<file path="src/rtl/swd_target.sv">
// swd_target: SWD target-side line engine. It oversamples SWDCLK/SWDIO on CLK and hands each decoded request to a DP/AP backend.
// Build option: define SWD_TARGET_WAIT_EN so that a missing backend response answers WAIT instead of FAULT.
module swd_target #(
  parameter int LRST_BITS = 50
) (
  input  logic        CLK,
  input  logic        PORESETn,
  input  logic        SWDCLK,
  input  logic        SWDIN,
  output logic        SWDOUT,
  output logic        SWDOUTEN,
  output logic        REQ_VALID,
  output logic        REQ_APNDP,
  output logic        REQ_RNW,
  output logic [1:0]  REQ_ADDR,
  input  logic        RSP_VALID,
  input  logic [2:0]  RSP_ACK,
  input  logic [31:0] RSP_RDATA,
  output logic        WR_VALID,
  output logic [31:0] WR_DATA,
  output logic        WR_PERR,
  output logic        LINE_RESET,
  output logic        PROTO_ERR
);

  typedef enum logic [3:0] {LOCKOUT, IDLE, REQ, TRN1, ACK, RDATA, TRN_END, TRN2W, WDATA} state_t;

  localparam logic [2:0] ACK_OK = 3'b001;
`ifdef SWD_TARGET_WAIT_EN
  localparam logic [2:0] ACK_NORSP = 3'b010;
`else
  localparam logic [2:0] ACK_NORSP = 3'b100;
`endif
  localparam logic [5:0] LRST_MAX  = 6'(LRST_BITS);
  localparam logic [5:0] LRST_LAST = 6'(LRST_BITS - 1);

  // clk_sync_reg: [0]/[1] synchroniser stages, [2] previous value used for edge detection
  logic [2:0] clk_sync_reg;
  logic [1:0] din_sync_reg;
  logic       rise;
  logic       din;

  always_ff @(posedge CLK or negedge PORESETn) begin
    if (!PORESETn) begin
      clk_sync_reg <= '0;
      din_sync_reg <= '0;
    end else begin
      clk_sync_reg <= {clk_sync_reg[1:0], SWDCLK};
      din_sync_reg <= {din_sync_reg[0], SWDIN};
    end
  end

  assign rise = clk_sync_reg[1] & ~clk_sync_reg[2];
  assign din  = din_sync_reg[1];

  state_t      state_reg, state_next;
  logic [5:0]  bit_cnt_reg, bit_cnt_next;
  logic [5:0]  lrst_cnt_reg, lrst_cnt_next;
  logic [5:0]  req_sr_reg, req_sr_next;
  logic [31:0] sh_reg, sh_next;
  logic        par_reg, par_next;
  logic [2:0]  ack_reg, ack_next;
  logic        rsp_seen_reg, rsp_seen_next;
  logic        swdout_reg, swdout_next;
  logic        swdouten_reg, swdouten_next;
  logic        req_valid_reg, req_valid_next;
  logic        req_apndp_reg, req_apndp_next;
  logic        req_rnw_reg, req_rnw_next;
  logic [1:0]  req_addr_reg, req_addr_next;
  logic        wr_valid_reg, wr_valid_next;
  logic [31:0] wr_data_reg, wr_data_next;
  logic        wr_perr_reg, wr_perr_next;
  logic        line_reset_reg, line_reset_next;
  logic        proto_err_reg, proto_err_next;

  // A response arriving on the very cycle of the latching edge still counts.
  logic [2:0]  rsp_ack_now;
  logic [31:0] rsp_data_now;
  assign rsp_ack_now  = RSP_VALID ? RSP_ACK : (rsp_seen_reg ? ack_reg : ACK_NORSP);
  assign rsp_data_now = RSP_VALID ? RSP_RDATA : sh_reg;

  always_ff @(posedge CLK or negedge PORESETn) begin
    if (!PORESETn) begin
      state_reg      <= LOCKOUT;
      bit_cnt_reg    <= '0;
      lrst_cnt_reg   <= '0;
      req_sr_reg     <= '0;
      sh_reg         <= '0;
      par_reg        <= 1'b0;
      ack_reg        <= '0;
      rsp_seen_reg   <= 1'b0;
      swdout_reg     <= 1'b0;
      swdouten_reg   <= 1'b0;
      req_valid_reg  <= 1'b0;
      req_apndp_reg  <= 1'b0;
      req_rnw_reg    <= 1'b0;
      req_addr_reg   <= '0;
      wr_valid_reg   <= 1'b0;
      wr_data_reg    <= '0;
      wr_perr_reg    <= 1'b0;
      line_reset_reg <= 1'b0;
      proto_err_reg  <= 1'b0;
    end else begin
      state_reg      <= state_next;
      bit_cnt_reg    <= bit_cnt_next;
      lrst_cnt_reg   <= lrst_cnt_next;
      req_sr_reg     <= req_sr_next;
      sh_reg         <= sh_next;
      par_reg        <= par_next;
      ack_reg        <= ack_next;
      rsp_seen_reg   <= rsp_seen_next;
      swdout_reg     <= swdout_next;
      swdouten_reg   <= swdouten_next;
      req_valid_reg  <= req_valid_next;
      req_apndp_reg  <= req_apndp_next;
      req_rnw_reg    <= req_rnw_next;
      req_addr_reg   <= req_addr_next;
      wr_valid_reg   <= wr_valid_next;
      wr_data_reg    <= wr_data_next;
      wr_perr_reg    <= wr_perr_next;
      line_reset_reg <= line_reset_next;
      proto_err_reg  <= proto_err_next;
    end
  end

  always_comb begin
    state_next      = state_reg;
    bit_cnt_next    = bit_cnt_reg;
    lrst_cnt_next   = lrst_cnt_reg;
    req_sr_next     = req_sr_reg;
    sh_next         = sh_reg;
    par_next        = par_reg;
    ack_next        = ack_reg;
    rsp_seen_next   = rsp_seen_reg;
    swdout_next     = swdout_reg;
    swdouten_next   = swdouten_reg;
    req_valid_next  = 1'b0;
    req_apndp_next  = req_apndp_reg;
    req_rnw_next    = req_rnw_reg;
    req_addr_next   = req_addr_reg;
    wr_valid_next   = 1'b0;
    wr_data_next    = wr_data_reg;
    wr_perr_next    = 1'b0;
    line_reset_next = 1'b0;
    proto_err_next  = proto_err_reg;

    // Backend window: the whole turnaround bit that follows REQ_VALID.
    if (state_reg == TRN1 && RSP_VALID) begin
      rsp_seen_next = 1'b1;
      ack_next      = RSP_ACK;
      sh_next       = RSP_RDATA;
    end

    if (rise) begin
      if (!din)
        lrst_cnt_next = '0;
      else if (lrst_cnt_reg != LRST_MAX)
        lrst_cnt_next = lrst_cnt_reg + 6'd1;

      if (din && lrst_cnt_reg == LRST_LAST) begin
        line_reset_next = 1'b1;
        proto_err_next  = 1'b0;
        state_next      = IDLE;
        swdouten_next   = 1'b0;
        swdout_next     = 1'b0;
      end else begin
        case (state_reg)
          IDLE: begin
            if (din) begin
              state_next   = REQ;
              bit_cnt_next = '0;
            end
          end
          REQ: begin
            if (bit_cnt_reg != 6'd6) begin
              req_sr_next  = {din, req_sr_reg[5:1]};
              bit_cnt_next = bit_cnt_reg + 6'd1;
            end else if (!(^req_sr_reg[4:0]) && !req_sr_reg[5] && din) begin
              req_valid_next = 1'b1;
              req_apndp_next = req_sr_reg[0];
              req_rnw_next   = req_sr_reg[1];
              req_addr_next  = {req_sr_reg[3], req_sr_reg[2]};
              rsp_seen_next  = 1'b0;
              state_next     = TRN1;
            end else begin
              proto_err_next = 1'b1;
              state_next     = LOCKOUT;
            end
          end
          TRN1: begin
            ack_next      = rsp_ack_now;
            sh_next       = rsp_data_now;
            par_next      = ^rsp_data_now;
            swdout_next   = rsp_ack_now[0];
            swdouten_next = 1'b1;
            bit_cnt_next  = 6'd1;
            state_next    = ACK;
          end
          ACK: begin
            if (bit_cnt_reg != 6'd3) begin
              swdout_next  = ack_reg[bit_cnt_reg[1:0]];
              bit_cnt_next = bit_cnt_reg + 6'd1;
            end else if (ack_reg == ACK_OK && req_rnw_reg) begin
              swdout_next  = sh_reg[0];
              sh_next      = {1'b0, sh_reg[31:1]};
              bit_cnt_next = 6'd1;
              state_next   = RDATA;
            end else begin
              swdout_next   = 1'b0;
              swdouten_next = 1'b0;
              state_next    = (ack_reg == ACK_OK) ? TRN2W : TRN_END;
            end
          end
          RDATA: begin
            if (bit_cnt_reg < 6'd32) begin
              swdout_next  = sh_reg[0];
              sh_next      = {1'b0, sh_reg[31:1]};
              bit_cnt_next = bit_cnt_reg + 6'd1;
            end else if (bit_cnt_reg == 6'd32) begin
              swdout_next  = par_reg;
              bit_cnt_next = bit_cnt_reg + 6'd1;
            end else begin
              swdout_next   = 1'b0;
              swdouten_next = 1'b0;
              state_next    = TRN_END;
            end
          end
          TRN_END: begin
            swdout_next   = 1'b0;
            swdouten_next = 1'b0;
            state_next    = IDLE;
          end
          TRN2W: begin
            bit_cnt_next = '0;
            par_next     = 1'b0;
            state_next   = WDATA;
          end
          WDATA: begin
            if (bit_cnt_reg != 6'd32) begin
              sh_next      = {din, sh_reg[31:1]};
              par_next     = par_reg ^ din;
              bit_cnt_next = bit_cnt_reg + 6'd1;
            end else begin
              if (din == par_reg) begin
                wr_valid_next = 1'b1;
                wr_data_next  = sh_reg;
              end else begin
                wr_perr_next = 1'b1;
              end
              state_next = IDLE;
            end
          end
          default: ;
        endcase
      end
    end
  end

  assign SWDOUT     = swdout_reg;
  assign SWDOUTEN   = swdouten_reg;
  assign REQ_VALID  = req_valid_reg;
  assign REQ_APNDP  = req_apndp_reg;
  assign REQ_RNW    = req_rnw_reg;
  assign REQ_ADDR   = req_addr_reg;
  assign WR_VALID   = wr_valid_reg;
  assign WR_DATA    = wr_data_reg;
  assign WR_PERR    = wr_perr_reg;
  assign LINE_RESET = line_reset_reg;
  assign PROTO_ERR  = proto_err_reg;

endmodule
</file>
<file path="config.mk">
export PLATFORM = sky130hd
export DESIGN_NAME = swd_target
export DESIGN_NICKNAME = d
export VERILOG_FILES = /design/src/rtl/swd_target.sv
export SDC_FILE = /design/constraint.sdc
export NUM_CORES = 1
export LEC_CHECK = 0
export CAP_MARGIN = 20
export CORE_MARGIN = 2
export CORE_UTILIZATION = 60
export CTS_BUF_LIST = sky130_fd_sc_hd__clkbuf_8
export DETAILED_ROUTE_END_ITERATION = 12
export PLACE_DENSITY = 0.86
export SLEW_MARGIN = 20
export SYNTH_ARGS = -nofsm -noshare
export SYNTH_HDL_FRONTEND = slang
export SYNTH_SLANG_ARGS = --single-unit
</file>
<file path="constraint.sdc">
create_clock -name CLK -period 4.35 [get_ports CLK]
set_input_delay 0.87 -clock CLK [delete_from_list [all_inputs] [get_ports CLK]]
set_output_delay 0.87 -clock CLK [all_outputs]
set_load 0.02 [all_outputs]
</file>
==> impl_metrics.json, run 1 <==
{
  "p_leak_nw": 3.12,
  "synth-edff-count": 0,
  "cp_cell_sequence": "nand2_1, nor3_1, and2_2, mux2i_1, o22ai_1",
  "place_ws_ns": 1.21,
  "ir_drop_mv": 0.234,
  "ant_nets": 0,
  "htree_levels": 3,
  "rsz0062_at_grt": "false",
  "initial_core_util_pct": 60.8,
  "gp_congestion": 0.916,
  "setup_violations": 0,
  "via_per_inst": 6.18,
  "ys_seq_area_share_pct": 43.3,
  "post_cts_resized": 0,
  "vias": 5009,
  "clockBufferDepth": 2,
  "synth_cell_type_count": 54,
  "slowest_delay_ns": 1.00,
  "yosysTopAreaCell": "dfrtp_1",
  "syn2layout_area_growth_pct": 17.8,
  "status": "finished clean",
  "async_flop_share_pct": 100,
  "ioPinCount": 83,
  "track_usage_pct": 28.4,
  "fin_tns_setup_ns": 0,
  "antenna_cells": 0,
  "fp.coreArea_um2": 10200,
  "period_minus_slack_ns": 3.18,
  "grt_max_degree": 50,
  "hold_violations": 0,
  "grt_pass1_vias": 5012,
  "multi_input_area_um2": 3310,
  "synth_fp_nets": 648,
  "max_cap_viol_count": 0,
  "fin_crit_sh_pct": 73.1,
  "yosysWarnings": 0,
  "syn_avg_cell_area_um2": 10.3,
  "antenna_found_initial": 0,
  "hold_slack_ns": 0.379,
  "grt_first_pass_wirelength_um": 25200,
  "netlist_area_um2": 6190,
  "nets": 715,
  "dr.pass1.iters": 5,
  "n_fill_cell": 741,
  "dp_hpwl_um": 10400,
  "seq_area_um2": 2680,
  "port_buffers": 82,
  "netlist.area_leader.share_pct": 43.3,
  "wl_per_cell_um": 18.8,
  "skew_ns": 0.0190,
  "drc": 0,
  "synth.area.top_cells": "dfrtp_1 43%, mux2i_1 13%, mux2_2 7.6%",
  "drive_above_1_share_pct": 12.3,
  "hold_path_class": "flop to flop",
  "p_per_area_nw_per_um2": 270,
  "grt_overflow": 0,
  "clock_sinks": 107,
  "startpoint_type": "flop",
  "worst_pin_slew_ns": 1.09,
  "fin_util_pct": 71.6,
  "critPathArrivalTime_ns": 3.42,
  "critPathSlowestCell": "and2_2",
  "wl_um": 15200,
  "path_max_fanout": 33,
  "cts_tree": "yes",
  "die_h_um": 106,
  "cp-end-kind": "flop",
  "clk-insertion-delay-late_ns": 0.39,
  "ys_ff_latch": 107,
  "rows": 37,
  "synth_cells": 602,
  "slew_viol_final": 0,
  "yosys-top-cells-count": "107 x dfrtp_1, 82 x mux2i_1, 54 x nor2_1, 48 x a21oi_1, 42 x mux2_2",
  "numCtsBuffers": 9,
  "ctsHoldBuffers": 0,
  "postCtsSetupRepairBufs": 0,
  "setup_slack_ns": 1.17,
  "root_buffer": "clkbuf_8",
  "dr.first_iter.drc_count": 416,
  "die_area_um2": 11100,
  "die_w_um": 106,
  "slew_headroom_pct": 27.1,
  "cp.required_ns": 4.59,
  "path_clk_slew_ns": 0.11,
  "yosysMostFrequentCell": "dfrtp_1",
  "crit_type": "flop to flop",
  "clock.fmax_mhz": 315,
  "synthFlopType": "dfrtp_1"
}
==> where the power goes <==
| part | total (W) | leakage (nW) | switching [W] | internal (W) |
|---|---|---|---|---|
| Clock | 0.000653 | 0.106 | 0.000377 | 0.000276 |
| Sequential | 0.00105 | 1.43 | 0.0000333 | 0.00102 |
| Combinational | 0.000270 | 1.59 | 0.000133 | 0.000136 |
| Total | 0.00197 | 3.12 | 0.000544 | 0.00143 |
==> kinds of logic (layout without fill, tap and decap cells) <==
logic type | count (synthesis) | count (layout) | share of synthesized area (%)
AO/OA/AOI/OAI | 129 | 129 | 12.4
multiplexers | 124 | 124 | 20.9
XOR/XNOR | 53 | 53 | 7.72
AND/OR/NAND/NOR | 137 | 137 | 11.1
flip-flops | 107 | 107 | 43.3
adder cells (fa/ha/maj) | 6 | 6 | 1.21
buffers and inverters | 46 | 118 | 3.40
==> metal layers <==
metal | up-vias | routed length [um] | GRT usage (%)
li1 | 2301 | - | -
met1 | 2466 | 6450 | 36.4
met2 | 206 | 7520 | 47.2
met3 | 36 | 852 | 5.88
met4 | 0 | 383 | 11.2
met5 | - | 0 | 0
==> placed cells by master (no fill, tap or decap), drive strengths merged, types with 14 or more instances in the layout <==
master	synthesis	routed
inv	11	14
dfrtp	107	107
o22ai	34	34
a21oi	48	48
xor2	29	29
mux2i	82	82
mux2	42	42
clkdlybuf4s50	0	80
o21ai	20	20
nand2	27	27
nor2	54	54
xnor2	23	23
==> worst max-delay path: cells and delay by family (launching register included) <==
kind	cells	cell delay, ns
mux	1	0.29
simple gates	3	1.92
flops	1	0.69
compound gates	1	0.11
==> metrics by stage <==
stage	cells	power, W	instance area [um^2]
finish	810	0.00197	7290
global route	810	0.00205	7290
CTS	810	0.00199	7290
detailed placement	794	0.00134	7080
global placement	794	0.00132	7080
floorplan	602	0.00123	6190
==> area by class of cell <==
| cell class | count | area share, % |
|---|---|---|
| well taps | 136 | 2.33 |
| flip-flops and latches | 107 | 36.7 |
| inverters | 11 | 0.566 |
| clock inverters | 7 | 1.18 |
| clock buffers | 9 | 1.70 |
| multi-input cells | 449 | 45.4 |
| repair buffers | 91 | 12.1 |
==> worst paths after layout <==
path | endpoint | cells after the start | startpoint | slack [ns]
min reg2reg | din_sync_reg[1] | 0 | din_sync_reg[0] | 0.38
max | sh_reg[28] | 5 | state_reg[1] | 1.17
max in group asynchronous | bit_cnt_reg[3] | 2 | PORESETn | 2.99
max reg2reg | sh_reg[28] | 5 | state_reg[1] | 1.17
min | din_sync_reg[1] | 0 | din_sync_reg[0] | 0.38
min in group asynchronous | lrst_cnt_reg[1] | 1 | PORESETn | 0.49
No activity file was read; power rests on OpenSTA's default activity.
==> run 2: changes to the inputs <==
--- a/config.mk
+++ b/config.mk
@@ -7,10 +7,10 @@
 export LEC_CHECK = 0
 export CAP_MARGIN = 20
 export CORE_MARGIN = 2
-export CORE_UTILIZATION = 60
+export CORE_UTILIZATION = 52
 export CTS_BUF_LIST = sky130_fd_sc_hd__clkbuf_8
 export DETAILED_ROUTE_END_ITERATION = 12
-export PLACE_DENSITY = 0.86
+export PLACE_DENSITY = 0.79
 export SLEW_MARGIN = 20
 export SYNTH_ARGS = -nofsm -noshare
 export SYNTH_HDL_FRONTEND = slang
==> constraint.sdc (replaced) <==
create_clock -name CLK -period 2.8 [get_ports CLK]
set_input_delay 0.56 -clock CLK [delete_from_list [all_inputs] [get_ports CLK]]
set_output_delay 0.56 -clock CLK [all_outputs]
set_load 0.02 [all_outputs]
==> impl_metrics.json, run 2 (synthesis gave the netlist of run 1 again) <==
{
  "ioPinCount": 83,
  "dr.first_iter.drc_count": 237,
  "initial_core_util_pct": 53.7,
  "slew_headroom_pct": 63.2,
  "layout_common_cells": "107 x dfrtp_1, 82 x mux2i_1, 80 x clkdlybuf4s50_1",
  "htree_levels": 3,
  "p_leak_nw": 3.22,
  "grt_pass1_vias": 5144,
  "gp_congestion": 0.921,
  "worst_pin_slew_ns": 0.548,
  "crit_path_start": "state_reg[2]",
  "setup_violations": 0,
  "max_cap_viol_count": 0,
  "path_clk_slew_ns": 0.09,
  "grt_first_pass_wirelength_um": 25500,
  "dp_hpwl_um": 10700,
  "die_w_um": 113,
  "hold_violations": 0,
  "clk-insertion-delay-late_ns": 0.39,
  "reg2reg_depth": 5,
  "cp-end-kind": "flop",
  "vias": 4999,
  "fin_tns_setup_ns": 0,
  "post_cts_resized": 0,
  "n_fill_cell": 917,
  "wl_per_cell_um": 18.2,
  "rrSetupSlack_ns": 0.32,
  "p_per_area_nw_per_um2": 391,
  "antenna_cells": 0,
  "drc": 3,
  "port_buffers": 82,
  "die_area_um2": 12800,
  "path_max_fanout": 33,
  "ant_nets": 0,
  "final_common_cell": "dfrtp_1",
  "rsz0062_at_grt": "false",
  "wl_um": 15200,
  "critPathArrivalTime_ns": 2.76,
  "clockBufferDepth": 2,
  "postCtsSetupRepairBufs": 0,
  "r2r-start": "state_reg[2]",
  "drive_above_1_share_pct": 14.0,
  "syn2layout_area_growth_pct": 20.4,
  "clock.fmax_mhz": 403,
  "track_usage_pct": 24.8,
  "cts_tree": "yes",
  "die_h_um": 113,
  "root_buffer": "clkbuf_8",
  "ctsHoldBuffers": 0,
  "numCtsBuffers": 9,
  "violations": "DRC",
  "ir_drop_mv": 0.305,
  "cp.required_ns": 3.07,
  "hold_path_class": "input pin to async pin",
  "rr_endpoint": "WR_DATA[1]",
  "dr.pass1.iters": 9,
  "fp.coreArea_um2": 11500,
  "clock_sinks": 107,
  "startpoint_type": "flop",
  "status": "finished with violations",
  "antenna_found_initial": 0,
  "fin_area_um2": 7450,
  "grt_max_degree": 42,
  "place_area_um2": 7290,
  "fin_crit_sh_pct": 88.7,
  "crit_type": "flop to flop",
  "via_per_inst": 5.99,
  "slew_viol_final": 0,
  "grt_overflow": 0,
  "skew_ns": 0.00942,
  "period_minus_slack_ns": 2.48,
  "rows": 39,
  "nets": 733
}
[run 2: through the flow]
step           setup WS (ns)  hold WS (ns)  utilization, %  power (W)  cells
3_5_place_dp           0.361         0.337            63.3    0.00209    819
5_1_grt                0.193         0.197            64.7    0.00304    834
6_report               0.317         0.156            64.7    0.00291    834
2_1_floorplan          0.546         0.264               -    0.00191    602
3_3_place_gp           0.435         0.335            63.3    0.00207    819
4_1_cts                0.342         0.162            64.7    0.00294    834
[run 2: metal layers]
layer  vias to the layer above  wire [um]  global-route usage, %
li1                       2327          -                      -
met1                      2471       6510                   31.8
met2                       170       7620                   42.0
met3                        31        722                   4.02
met4                         0        366                   10.4
met5                         -          0                      0
[run 2: critical path: stages, from the launching register on]
cell and delay [ns]:
dfrtp_1 0.53, or4b_4 0.58, nor4_4 0.37, and3_1 0.27, buf_12 0.21, mux2_2 0.36
[run 2: how the worst max path moves through the flow]
stage               depth (start not counted)     endpoint  slack, ns
floorplan                                   7   WR_DATA[0]       0.55
global placement                            5  WR_DATA[20]       0.44
detailed placement                          5  WR_DATA[12]       0.36
CTS                                         5  WR_DATA[26]       0.34
global route                                5      par_reg       0.19
finish                                      5   WR_DATA[1]       0.32
[run 2: final cells by class]
type / count / area (um^2) / share of cell area, %
clock inverters: 5 / 23.8 / 0.319
well taps: 143 / 179 / 2.40
inverters: 11 / 41.3 / 0.554
repair buffers: 109 / 1080 / 14.5
multi-input cells: 449 / 3310 / 44.5
flip-flops and latches: 107 / 2680 / 35.9
clock buffers: 10 / 138 / 1.85
[run 2: report_power, final]
group / internal (W) / switching, W / leakage, nW
registers: 0.00158 / 0.0000470 / 1.43
logic: 0.000222 / 0.000212 / 1.70
clock network: 0.000333 / 0.000522 / 0.0919
==> run 3: changes to the inputs <==
--- a/config.mk
+++ b/config.mk
@@ -10,6 +10,7 @@
 export CORE_UTILIZATION = 52
 export CTS_BUF_LIST = sky130_fd_sc_hd__clkbuf_8
 export DETAILED_ROUTE_END_ITERATION = 12
+export MAX_ROUTING_LAYER = met4
 export PLACE_DENSITY = 0.79
 export SLEW_MARGIN = 20
 export SYNTH_ARGS = -nofsm -noshare
==> impl_metrics.json, run 3 (synthesis gave the netlist of run 1 again) <==
{
  "status": "finished with violations",
  "violations": "DRC",
  "clock.fmax_mhz": 407,
  "port_buffers": 82,
  "path_max_fanout": 33,
  "antenna_cells": 0,
  "drive_above_1_share_pct": 14.3,
  "dp_hpwl_um": 10500,
  "switching_share_pct": 27.1,
  "grt_pass1_vias": 4929,
  "p_sw_w": 0.000826,
  "die_h_um": 113,
  "cts_tree": "yes",
  "rows": 39,
  "htree_levels": 3,
  "n_fill_cell": 909,
  "cp.required_ns": 3.07,
  "period_minus_slack_ns": 2.46,
  "internal_power_w": 0.00223,
  "dr.pass1.iters": 8,
  "ctsHoldBuffers": 0,
  "wl_met3_um": 661,
  "clk-insertion-delay-late_ns": 0.38,
  "hold_violations": 0,
  "setup_slack_ns": 0.342,
  "met1_length_um": 6510,
  "layout_common_cells": "107 x dfrtp_1, 82 x mux2i_1, 80 x clkdlybuf4s50_1",
  "numCtsBuffers": 9,
  "ant_nets": 0,
  "fin_crit_sh_pct": 87.8,
  "fp.coreArea_um2": 11500,
  "grt_max_degree": 42,
  "drc": 3,
  "vias": 4917,
  "nets": 731,
  "grt_overflow": 0,
  "combPwrFrac_pct": 14.0,
  "place_ws_ns": 0.382,
  "setup_violations": 0,
  "wl_per_cell_um": 18.0,
  "max_cap_viol_count": 0,
  "via_per_inst": 5.90,
  "root_buffer": "clkbuf_8",
  "clockBufferDepth": 2,
  "hold_slack_ns": 0.165,
  "met2WireLength_um": 7700,
  "die_area_um2": 12800,
  "gp_congestion": 0.910,
  "critPathArrivalTime_ns": 2.73,
  "die_w_um": 113,
  "maxUsedRoutingLayer": "met4",
  "antenna_found_initial": 0,
  "slew_headroom_pct": 62.5,
  "ioPinCount": 83,
  "p_per_area_nw_per_um2": 408,
  "fin_tns_setup_ns": 0,
  "post_cts_resized": 0,
  "crit_type": "flop to flop",
  "final_common_cell": "dfrtp_1",
  "track_usage_pct": 24.7,
  "wl_um": 15000,
  "dr.first_iter.drc_count": 282,
  "seq_power_share_pct": 53.2,
  "initial_core_util_pct": 53.7,
  "p_leak_nw": 3.22,
  "ir_drop_mv": 0.331,
  "fin_util_pct": 65.0,
  "hold_path_class": "input pin to async pin",
  "syn2layout_area_growth_pct": 20.9,
  "grt_first_pass_wirelength_um": 24700,
  "clock_sinks": 107,
  "worst_pin_slew_ns": 0.562,
  "skew_ns": 0.0165,
  "postCtsSetupRepairBufs": 0,
  "cp-end-kind": "flop",
  "rsz0062_at_grt": "false",
  "power_frac_clock_pct": 32.7,
  "startpoint_type": "flop",
  "path_clk_slew_ns": 0.11,
  "slew_viol_final": 0
}
[run 3: cell count changes in the layout (fill, tap and decap cells not counted), sizes merged]
cell	change
inv	-1
buf	-2
bufinv	+1
clkinv	+2
clkbuf	-1
[run 3: metrics by stage]
step | instances | instance area [um^2] | power [W]
after global routing | 833 | 7480 | 0.00318
after floorplan | 602 | 6190 | 0.00191
after global placement | 817 | 7270 | 0.00207
after detailed placement | 817 | 7270 | 0.00209
final | 833 | 7480 | 0.00305
after CTS | 833 | 7480 | 0.00309
[run 3: worst max-delay path, cell delays in order (launching register included)]
cell and delay [ns]:
dfrtp_1 0.55, or4b_4 0.55, nor4_4 0.37, and3_1 0.28, buf_12 0.21, mux2_2 0.36
[run 3: worst paths after layout]
check	startpoint	endpoint	slack, ns	depth (start not counted)
max in group asynchronous	PORESETn	sh_reg[17]	1.84	2
worst max register to register	state_reg[3]	WR_DATA[4]	0.34	5
worst min-delay path	PORESETn	WR_DATA[22]	0.17	1
worst max-delay path	state_reg[3]	WR_DATA[4]	0.34	5
min in group CLK	clk_sync_reg[0]	clk_sync_reg[1]	0.36	0
worst min register to register	clk_sync_reg[0]	clk_sync_reg[1]	0.36	0
[run 3: final cells by class]
class,count,area (um^2),share of cell area [%]
clock inverter,7,87.6,1.17
clock buffer,9,124,1.65
timing repair buffer,107,1060,14.2
multi-input combinational,449,3310,44.2
sequential,107,2680,35.8
inverter,11,41.3,0.552
tap,143,179,2.39
[run 3: per-layer routing]
metal | vias to the layer above | global-route usage [%]
li1 | 2334 | -
met3 | 12 | 5.03
met1 | 2449 | 31.6
met2 | 122 | 41.2
met5 | - | -
met4 | 0 | 4.63
[run 3: power groups by stage]
stage	sequential [W]	combinational, W	clock [W]
2_1_floorplan	0.00164	0.000268	0
5_1_grt	0.00163	0.000468	0.00108
4_1_cts	0.00162	0.000433	0.00103
3_3_place_gp	0.00165	0.000421	0
6_report	0.00162	0.000429	0.00100
3_5_place_dp	0.00165	0.000432	0
